File: src/rtl/poly_synth_pkg.sv
// Shared types and constants for the polyphonic synthesiser: FSM states,
// waveform-select encodings and the per-key phase increment table.
package poly_synth_pkg;

  typedef enum logic [1:0] {
    ST_LISTEN = 2'd0,
    ST_ACCUM  = 2'd1,
    ST_MIX    = 2'd2,
    ST_PLAY   = 2'd3
  } state_e;

  localparam logic [1:0] WS_SQUARE = 2'b00;
  localparam logic [1:0] WS_SAW    = 2'b01;
  localparam logic [1:0] WS_TRI    = 2'b10;
  localparam logic [1:0] WS_RSVD   = 2'b11;

  // Equal-tempered semitones referenced to 0x1000 at a 16-bit phase;
  // each further twelve keys go up an octave, then scale to phase_w.
  function automatic logic [31:0] note_inc(input int unsigned idx,
                                           input int unsigned phase_w);
    logic [31:0] base;
    case (idx % 12)
      0:       base = 32'd4096;
      1:       base = 32'd4340;
      2:       base = 32'd4598;
      3:       base = 32'd4871;
      4:       base = 32'd5161;
      5:       base = 32'd5468;
      6:       base = 32'd5793;
      7:       base = 32'd6137;
      8:       base = 32'd6502;
      9:       base = 32'd6889;
      10:      base = 32'd7298;
      default: base = 32'd7732;
    endcase
    base = base << (idx / 12);
    if (phase_w >= 16) return base << (phase_w - 16);
    return base >> (16 - phase_w);
  endfunction

endpackage

File: src/rtl/poly_synth_voice_shaper.sv
// Combinational waveform shaper: maps the top bits of a voice phase to a
// sample for the selected waveform. One instance is time-shared by all voices.
module voice_shaper
  import poly_synth_pkg::*;
#(
  parameter int OUT_W = 8
) (
  input  logic [OUT_W-1:0] p_hi,
  input  logic [1:0]       wave_sel,
  output logic [OUT_W-1:0] sample
);

  logic [OUT_W-1:0] p_dbl;
  assign p_dbl = {p_hi[OUT_W-2:0], 1'b0};

  always_comb begin
    sample = {OUT_W{p_hi[OUT_W-1]}};
    case (wave_sel)
      WS_SAW:  sample = p_hi;
      WS_TRI:  sample = p_hi[OUT_W-1] ? ~p_dbl : p_dbl;
      default: ;
    endcase
  end

endmodule

File: src/rtl/poly_synth.sv
// Polyphonic synthesiser: every SAMPLE_DIV cycles, walks all voices through
// one shared shaper, averages them and presents one registered sample.
module poly_synth
  import poly_synth_pkg::*;
#(
  parameter int NUM_KEYS   = 8,
  parameter int OUT_W      = 8,
  parameter int PHASE_W    = 16,
  parameter int SAMPLE_DIV = 16
) (
  input  logic                clk,
  input  logic                rst_n,
  input  logic [NUM_KEYS-1:0] keys,
  input  logic [1:0]          wave_sel,
  output logic [OUT_W-1:0]    wave,
  output logic                sample_valid
);

  localparam int KW = $clog2(NUM_KEYS);
  localparam int SW = OUT_W + KW;
  localparam int CW = $clog2(SAMPLE_DIV);
  localparam logic [OUT_W-1:0] MID = {1'b1, {(OUT_W-1){1'b0}}};

  state_e                state_q, state_d;
  logic [CW-1:0]         cnt_q, cnt_d;
  logic [KW-1:0]         idx_q, idx_d;
  logic [SW-1:0]         sum_q, sum_d;
  logic [NUM_KEYS-1:0]   keys_f_q, keys_f_d;
  logic [1:0]            sel_f_q, sel_f_d;
  logic [OUT_W-1:0]      result_q, result_d;
  logic [OUT_W-1:0]      wave_q, wave_d;
  logic                  valid_q, valid_d;
  logic [PHASE_W-1:0]    phase_q [NUM_KEYS];
  logic [PHASE_W-1:0]    phase_d;
  logic                  phase_we;
  logic [PHASE_W-1:0]    inc_tab [NUM_KEYS];
  logic [PHASE_W-1:0]    phase_rd;
  logic [OUT_W-1:0]      shaped;
  logic [OUT_W-1:0]      voice_add;
  logic                  tick;

  for (genvar g = 0; g < NUM_KEYS; g++) begin : g_inc
    assign inc_tab[g] = PHASE_W'(note_inc(g, PHASE_W));
  end

  assign tick     = (cnt_q == CW'(SAMPLE_DIV - 1));
  assign cnt_d    = tick ? '0 : cnt_q + 1'b1;
  assign phase_rd = phase_q[idx_q];

  voice_shaper #(.OUT_W(OUT_W)) u_shaper (
    .p_hi     (phase_rd[PHASE_W-1 -: OUT_W]),
    .wave_sel (sel_f_q),
    .sample   (shaped)
  );

  // Released voices contribute midscale so silence mixes to midscale.
  assign voice_add = keys_f_q[idx_q] ? shaped : MID;
  assign phase_d   = keys_f_q[idx_q] ? phase_rd + inc_tab[idx_q] : '0;

  always_comb begin
    state_d  = state_q;
    idx_d    = idx_q;
    sum_d    = sum_q;
    keys_f_d = keys_f_q;
    sel_f_d  = sel_f_q;
    result_d = result_q;
    wave_d   = wave_q;
    valid_d  = 1'b0;
    phase_we = 1'b0;
    case (state_q)
      ST_LISTEN: begin
        if (tick) begin
          keys_f_d = keys;
          sel_f_d  = wave_sel;
          idx_d    = '0;
          sum_d    = '0;
          state_d  = ST_ACCUM;
        end
      end
      ST_ACCUM: begin
        sum_d    = sum_q + SW'(voice_add);
        phase_we = 1'b1;
        idx_d    = idx_q + 1'b1;
        if (idx_q == KW'(NUM_KEYS - 1)) state_d = ST_MIX;
      end
      ST_MIX: begin
        result_d = sum_q[SW-1:KW];
        state_d  = ST_PLAY;
      end
      ST_PLAY: begin
        wave_d  = result_q;
        valid_d = 1'b1;
        state_d = ST_LISTEN;
      end
      default: state_d = ST_LISTEN;
    endcase
  end

  always_ff @(posedge clk or negedge rst_n) begin
    if (!rst_n) begin
      state_q  <= ST_LISTEN;
      cnt_q    <= '0;
      idx_q    <= '0;
      sum_q    <= '0;
      keys_f_q <= '0;
      sel_f_q  <= WS_SQUARE;
      result_q <= MID;
      wave_q   <= MID;
      valid_q  <= 1'b0;
    end else begin
      state_q  <= state_d;
      cnt_q    <= cnt_d;
      idx_q    <= idx_d;
      sum_q    <= sum_d;
      keys_f_q <= keys_f_d;
      sel_f_q  <= sel_f_d;
      result_q <= result_d;
      wave_q   <= wave_d;
      valid_q  <= valid_d;
    end
  end

  always_ff @(posedge clk or negedge rst_n) begin
    if (!rst_n) begin
      for (int i = 0; i < NUM_KEYS; i++) phase_q[i] <= '0;
    end else if (phase_we) begin
      phase_q[idx_q] <= phase_d;
    end
  end

  assign wave         = wave_q;
  assign sample_valid = valid_q;

endmodule

File: config.mk
export PLATFORM = sky130hd
export DESIGN_NAME = poly_synth
export DESIGN_NICKNAME = d
export VERILOG_FILES = /design/src/rtl/poly_synth_pkg.sv /design/src/rtl/poly_synth_voice_shaper.sv /design/src/rtl/poly_synth.sv
export SDC_FILE = /design/constraint.sdc
export NUM_CORES = 1
export LEC_CHECK = 0
export CAP_MARGIN = 20
export CORE_ASPECT_RATIO = 1.5
export CORE_MARGIN = 2
export CORE_UTILIZATION = 50
export DETAILED_ROUTE_END_ITERATION = 16
export MAX_ROUTING_LAYER = met4
export PLACE_DENSITY = 0.69
export SLEW_MARGIN = 15
export SYNTH_ARGS = -nofsm -noshare
export SYNTH_HDL_FRONTEND = slang
export SYNTH_HIERARCHICAL = 1
export SYNTH_SLANG_ARGS = --single-unit
File: constraint.sdc
create_clock -name clk -period 3.81 [get_ports clk]
set_input_delay 0.5715 -clock clk [delete_from_list [all_inputs] [get_ports clk]]
set_output_delay 0.5715 -clock clk [all_outputs]
set_load 0.1 [all_outputs]
==> results of run 1 <==
==> final timing paths <==
check / start / end
max reg2reg: idx_q[0]$_DFFE_PN0P_ / phase_q[127]$_DFFE_PN0P_
min in group clk: phase_q[123]$_DFFE_PN0P_ / phase_q[123]$_DFFE_PN0P_
max in group asynchronous: rst_n / idx_q[1]$_DFFE_PN0P_
min reg2reg: phase_q[123]$_DFFE_PN0P_ / phase_q[123]$_DFFE_PN0P_
max: idx_q[0]$_DFFE_PN0P_ / phase_q[127]$_DFFE_PN0P_
min: rst_n / phase_q[57]$_DFFE_PN0P_
==> metrics by stage <==
stage / cell area [um2] / hold WS (ps)
2_1_floorplan: 9080 / 276
3_3_place_gp: 9560 / 457
3_5_place_dp: 9580 / 464
4_1_cts: 10100 / 205
5_1_grt: 10200 / 235
6_report: 10200 / 157
==> sequential cells by signal (all words and copies together), names as in the netlist <==
name          count
cnt_q             4
idx_q             3
keys_f_q          8
phase_q         128
result_q          8
sample_valid      1
sel_f_q           2
state_q           2
sum_q            11
wave              8
==> power by group <==
group	total, mW	switching [mW]	leakage (nW)	internal, mW
sequential	2.01	0.0505	2.29	1.96
clock	1.62	0.734	0.270	0.890
combinational	0.496	0.327	2.03	0.168
total	4.13	1.11	4.59	3.02
==> synth_stat cells (3+ instances only) <==
| cell type | count |
|---|---|
| nand2_2 | 3 |
| a211o_1 | 4 |
| nand4_1 | 9 |
| xnor2_1 | 8 |
| o21ai_0 | 130 |
| mux4_2 | 30 |
| buf_4 | 4 |
| o21ai_1 | 15 |
| nand3b_1 | 13 |
| a41oi_1 | 3 |
| a22o_1 | 5 |
| ha_1 | 31 |
| o21a_1 | 6 |
| clkbuf_1 | 36 |
| and2_1 | 8 |
| buf_1 | 3 |
| nand2b_1 | 6 |
| nand3_1 | 12 |
| nor2_1 | 26 |
| nor3_1 | 3 |
| mux2i_1 | 5 |
| inv_1 | 16 |
| o21bai_1 | 3 |
| nor2b_1 | 7 |
| nand4bb_1 | 7 |
| or3_1 | 5 |
| buf_2 | 3 |
| a31oi_1 | 9 |
| xor2_1 | 5 |
| mux2_2 | 39 |
| a21oi_1 | 24 |
| nand2_1 | 156 |
| dfrtp_1 | 173 |
| buf_6 | 6 |
| o31ai_1 | 9 |
| a21o_1 | 4 |
==> timing repair <==
item	in CTS	in global routing
setup endpoints to repair	0	31
buffers inserted	0	4
gates resized for setup	0	14
==> metal layers <==
layer	part of all wire	vias up
met5	0	-
met4	0.019	0
met3	0.028	25
met2	0.54	111
met1	0.41	3220
li1	-	3109
==> kinds of logic (layout without fill, tap and decap cells) <==
group,after synthesis,after routing,share of synthesized area
AO/OA/AOI/OAI,228,228,0.146
XOR/XNOR,14,14,0.0143
adder cells (fa/ha/maj),33,33,0.0471
buffers and inverters,69,105,0.0355
flip-flops,175,175,0.483
multiplexers,79,79,0.140
AND/OR/NAND/NOR,262,262,0.135
==> layout by cell type, fill, tap and decap left out, types with 4 or more instances in the layout <==
master,synthesis,final
a211o_1,4,4
buf_4,4,29
o31ai_1,9,9
or3_1,5,5
a21oi_1,24,23
a31oi_1,9,9
nand4_1,9,9
nand3b_1,13,13
a22o_1,5,5
xor2_1,5,5
ha_1,31,31
nor2_1,26,26
nand3_1,12,12
dfrtp_1,173,170
a21o_1,4,4
nor2b_1,7,7
mux4_2,30,30
clkbuf_16,0,17
clkinv_4,0,4
and2_1,8,8
o21a_1,6,6
inv_1,16,15
clkdlybuf4s50_1,0,19
nand4bb_1,7,7
mux2_2,39,39
o21ai_0,130,128
xnor2_1,8,8
nand2b_1,6,6
o21ai_1,15,17
nand2_1,156,156
==> cell type report <==
class                           count  area [um2]  area share
Multi-Input combinational cell    616        4410       0.431
Sequential cell                   175        4390       0.429
Timing Repair Buffer               56         544      0.0532
Clock buffer                       21         470      0.0460
Tap cell                          217         272      0.0265
Clock inverter                     11        82.6     0.00807
Inverter                           17        63.8     0.00623
==> worst reg2reg max path, delay by kind of cell (launching register included) <==
family	cells	cell delay (ps)
muxes	3	1190
buffers and inverters	1	190
DFF	1	500
adders and majority gates	1	290
and+or+nand+nor	1	80
AOI/OAI and AO/OA	5	1250
==> reports/qor.csv, run 1 <==
stage,metric,value,unit
layout,fin_util,0.573,
place,place_hpwl,13.9,mm
floorplanning,die_y,169,um
place,preCtsSetupSlack,112,ps
grt,grt_pass1_wl,33.9,mm
detailed_routing,first_pass_iters,5,
grt,grt.overflow.total,0,
logic_synthesis,ys_ff_latch,175,
grt,grt_max_degree,97,
sta,setup_tns,0,ps
sta,fin_crit_sh,0.956,
power_and_ir_drop,p_leak,4.59,nW
sta,setup_viol,0,
min_path,min_path_type,input pin to async pin,
layout,area_growth,12.7,%
setup_path,cp_top_family,compound AO/OA/AOI/OAI gates,
grt,antenna_found_initial,0,
clock_tree,clock-sinks,175,
setup_path,arrival,3910,ps
place,dp.cells,1076,
grt,grt.met3_usage,0.0380,
detailed_routing,via_per_inst,5.81,
logic_synthesis,synthDistinctLibCells,61,
sta,finalMaxSlewViolations,0,
floorplanning,die-area,0.0193,mm2
sta,rsz0062_at_grt,yes,
setup_path,cp_slowest_cell,dfrtp_2,
clock_tree,cts_tree,yes,
logic_synthesis,synthCells,860,
sta,worstMarginPinSlew,968,ps
setup_path,critPathMaxStageDelay,500,ps
clock_tree,cts_buffers,17,
sta,slew_headroom,0.353,
setup_path,path_cells,buf_6 -> mux4_2 -> mux2_2 -> ha_1 -> a211o_1 -> a21oi_1 -> nand2_1 -> a41o_2 -> a21oi_4 -> mux2i_4 -> a41oi_1,
logic_synthesis,synth_fp_nets,905,
detailed_routing,wirelength,20.5,mm
sta,finalCriticalPeriod,3640,ps
grt,grt_pass1_vias,6644,
sta,max_freq,275,MHz
logic_synthesis,ys_seq_area_frac,0.483,
setup_path,worstSetupEndpointType,register,
setup_path,required,4080,ps
sta,finClkSkew,8.05,ps
logic_synthesis,synthTopCellsByArea,"dfrtp_1 48%, mux4_2 7.4%, o21ai_0 7.2%, nand2_1 6.4%, mux2_2 4.8%",
logic_synthesis,synth_edf_count,0,
floorplanning,die_w,114,um
layout,drive_gt1_frac,0.184,
setup_path,crit_path_start_kind,register,
sta,finalHoldViolations,0,
logic_synthesis,async_reset_ff_frac,1.00,
logic_synthesis,netlist_area,0.00908,mm2
logic_synthesis,ys.flop_type,dfrtp_1,
logic_synthesis,synth_area_leader_cell,dfrtp_1,
power_and_ir_drop,p_total,4.13,mW
floorplanning,start_util,0.508,
clock_tree,clk_pin_slew,70,ps
clock_tree,cts-hold-fix-buffers,0,
layout,n_fill_cell,1550,
place,gp_congestion,0.888,
grt,grt_use_met1,0.266,
sta,setup_ws,169,ps
grt,met2_usage,0.409,
layout,stdcell_count,1113,
grt,grtUsageTotal,0.232,
floorplanning,fp-row-count,60,
setup_path,worst-path-stages,11,
detailed_routing,vias,6465,
floorplanning,coreArea,0.0179,mm2
grt,gr-max-usage-layer,met2,
clock_tree,h-tree-depth,4,
detailed_routing,ant_nets,0,
logic_synthesis,synth_top_area_frac,0.477,
place,numPortBuffers,20,
setup_path,path_buf_inv,1,
run_status,status,finished clean,
clock_tree,cts_buffer_depth,2,
setup_path,ff2ff_setup_slack,170,ps
detailed_routing,drc,0,
layout,diodes,0,
layout,fin_nets,928,
floorplanning,io-pin-count,21,
detailed_routing,wl_per_cell,18.4,um
setup_path,path_class,register to register,
power_and_ir_drop,vdd_drop_max,0.000303,V
clock_tree,root_buffer,clkbuf_16,
clock_tree,clock_latency,430,ps
logic_synthesis,ys_warn_count,6,
detailed_routing,drtIter0Drc,321,
setup_path,cp_max_fo,8,
run,maxCapViolCount,0,
power_and_ir_drop,p_per_area,404,mW/mm2
logic_synthesis,avgSynthCellArea,10.6,um2
setup_path,reg2reg_depth,11,
Note: power is estimated with default switching activity, not from simulation.
==> inputs of run 2 (changes only) <==
Settings changed: CAP_MARGIN 20 to not set, CORE_UTILIZATION 50 to 30, PLACE_DENSITY 0.69 to not set.
==> run 2 against run 1 <==
Net effect:
- critical endpoint is now phase_q[63]$_DFFE_PN0P_
- via count decreased by 0.49%
- power increased by 4.8%
- clock skew increased by 1.9 ps
==> reports/qor.csv, run 2 (synthesis gave the netlist of run 1 again) <==
stage,metric,value,unit
sta,fin_crit_sh,0.961,
grt,antenna_found_initial,0,
clock_tree,clock-sinks,175,
power_and_ir_drop,clockPowerShare,0.420,
sta,finClkSkew,9.91,ps
grt,met2_usage,0.255,
grt,grt_pass1_wl,35.3,mm
setup_path,cp_max_fo,9,
clock_tree,cts_buffer_depth,2,
power_and_ir_drop,p_comb_frac,0.116,
sta,finalMaxSlewViolations,0,
layout,fin_nets,936,
min_path,min_path_type,input pin to async pin,
sta,finalCriticalPeriod,3660,ps
detailed_routing,wl_per_cell,16.3,um
setup_path,cp_slowest_cell,dfrtp_2,
clock_tree,clock_latency,430,ps
grt,grt.met3_usage,0.0212,
clock_tree,cts_buffers,17,
layout,area_growth,16.4,%
layout,diodes,0,
detailed_routing,ant_nets,0,
floorplanning,io-pin-count,21,
floorplanning,fp-row-count,78,
layout,largest-register,phase_q,
detailed_routing,via_per_inst,4.93,
layout,layout_common_cells,"170 x dfrtp_1, 156 x nand2_1, 129 x o21ai_0, 39 x mux2_2, 38 x buf_4",
layout,reg.largest.list,"phase_q: 128 flops, sum_q: 11 flops",
power_and_ir_drop,p_seq_frac,0.464,
floorplanning,die_w,146,um
power_and_ir_drop,p_per_area,410,mW/mm2
run_status,status,finished clean,
sta,max_freq,273,MHz
detailed_routing,drtIter0Drc,299,
setup_path,worstSetupEndpointType,register,
clock_tree,clk_pin_slew,60,ps
clock_tree,h-tree-depth,4,
power_and_ir_drop,internal_power,3.19,mW
grt,grtUsageTotal,0.145,
sta,hold_slack,165,ps
setup_path,required,4060,ps
floorplanning,start_util,0.302,
detailed_routing,wirelength,21.3,mm
power_and_ir_drop,switching_share,0.262,
floorplanning,die-area,0.0317,mm2
setup_path,arrival,3910,ps
setup_path,crit_path_start_kind,register,
grt,grt_max_degree,78,
power_and_ir_drop,vdd_drop_max,0.000272,V
setup_path,crit_top_cell,buf_12,
sta,finalHoldViolations,0,
layout,n_fill_cell,3084,
sta,setup_tns,0,ps
detailed_routing,drc,0,
floorplanning,coreArea,0.0301,mm2
power_and_ir_drop,net-switching-power,1.14,mW
detailed_routing,first_pass_iters,5,
place,gp_congestion,0.854,
clock_tree,cts_tree,yes,
detailed_routing,vias,6433,
grt,grt_pass1_vias,6725,
grt,gr-max-usage-layer,met2,
setup_path,path_cells,buf_12 -> buf_12 -> clkbuf_16 -> mux4_2 -> mux2_2 -> ha_1 -> o21a_1 -> a21oi_2 -> nand2_1 -> a41o_2 -> a21oi_4 -> mux2i_4 -> a41oi_1,
grt,grt_use_met1,0.164,
power_and_ir_drop,p_leak,4.64,nW
run,maxCapViolCount,0,
grt,grt.overflow.total,0,
setup_path,critPathMaxStageDelay,420,ps
layout,layout_commonest_cell,dfrtp_1,
setup_path,path_class,register to register,
sta,worstMarginPinSlew,984,ps
layout,largest_reg_flops,128,
layout,drive_gt1_frac,0.191,
place,numPortBuffers,20,
sta,setup_viol,0,
sta,slew_headroom,0.342,
floorplanning,die_y,217,um
place,place_hpwl,14.8,mm
clock_tree,root_buffer,clkbuf_16,
==> run 2: what timing repair did <==
item | 4_1_cts | 5_1_grt
gates resized for setup | 0 | 9
setup buffers | 0 | 5
endpoints found under the setup margin | 0 | 37
hold buffers | 0 | 0
==> run 2: layer usage <==
metal,share of wire,wire length [um]
met3,0.025,530
met1,0.42,8900
met2,0.53,11200
met4,0.032,677
met5,0,0
==> run 2: final cells by class <==
cell class / count / area (um2) / area share
tap: 400 / 500 / 0.0473
clock inverter: 14 / 176 / 0.0167
inverter: 17 / 63.8 / 0.00603
sequential: 175 / 4390 / 0.415
timing repair buffer: 64 / 597 / 0.0564
multi-input combinational: 616 / 4410 / 0.417
clock buffer: 18 / 439 / 0.0415
==> run 2: final timing paths <==
check	from	endpoint	slack, ps	cells after the start
worst min register to register	phase_q[57]$_DFFE_PN0P_	phase_q[57]$_DFFE_PN0P_	480	2
max in group asynchronous	rst_n	idx_q[2]$_DFFE_PN0P_	2680	2
worst min-delay path	rst_n	sample_valid$_DFF_PN0_	160	1
min in group clk	phase_q[57]$_DFFE_PN0P_	phase_q[57]$_DFFE_PN0P_	480	2
worst max-delay path	idx_q[0]$_DFFE_PN0P_	phase_q[63]$_DFFE_PN0P_	150	13
worst max register to register	idx_q[0]$_DFFE_PN0P_	phase_q[63]$_DFFE_PN0P_	150	13
==> run 2: through the flow <==
step / utilization / instance area (um2) / worst slack [ps] / cells / total power [mW]
2_1_floorplan: - / 9080 / 0.557 / 860 / 2.39
4_1_cts: 0.348 / 10500 / 66.5 / 1298 / 4.39
3_5_place_dp: 0.327 / 9840 / 108 / 1266 / 2.55
6_report: 0.352 / 10600 / 150 / 1304 / 4.33
3_3_place_gp: 0.327 / 9840 / 130 / 1266 / 2.54
5_1_grt: 0.352 / 10600 / -35.6 / 1304 / 4.52
==> run 2: power groups by stage <==
stage	clock network [mW]	registers, mW	logic [mW]
2_1_floorplan	0	2.19	0.201
3_3_place_gp	0	2.04	0.498
3_5_place_dp	0	2.05	0.506
4_1_cts	1.87	2.01	0.507
5_1_grt	1.96	2.02	0.545
6_report	1.82	2.01	0.503
==> run 2: worst max-delay path: cells and delay by family (launching register included) <==
| family | cells | cell delay [ps] |
|---|---|---|
| DFF | 1 | 420 |
| adders and majority gates | 1 | 360 |
| muxes | 3 | 1100 |
| and+or+nand+nor | 1 | 80 |
| buffers and inverters | 3 | 430 |
| AOI/OAI and AO/OA | 5 | 1100 |
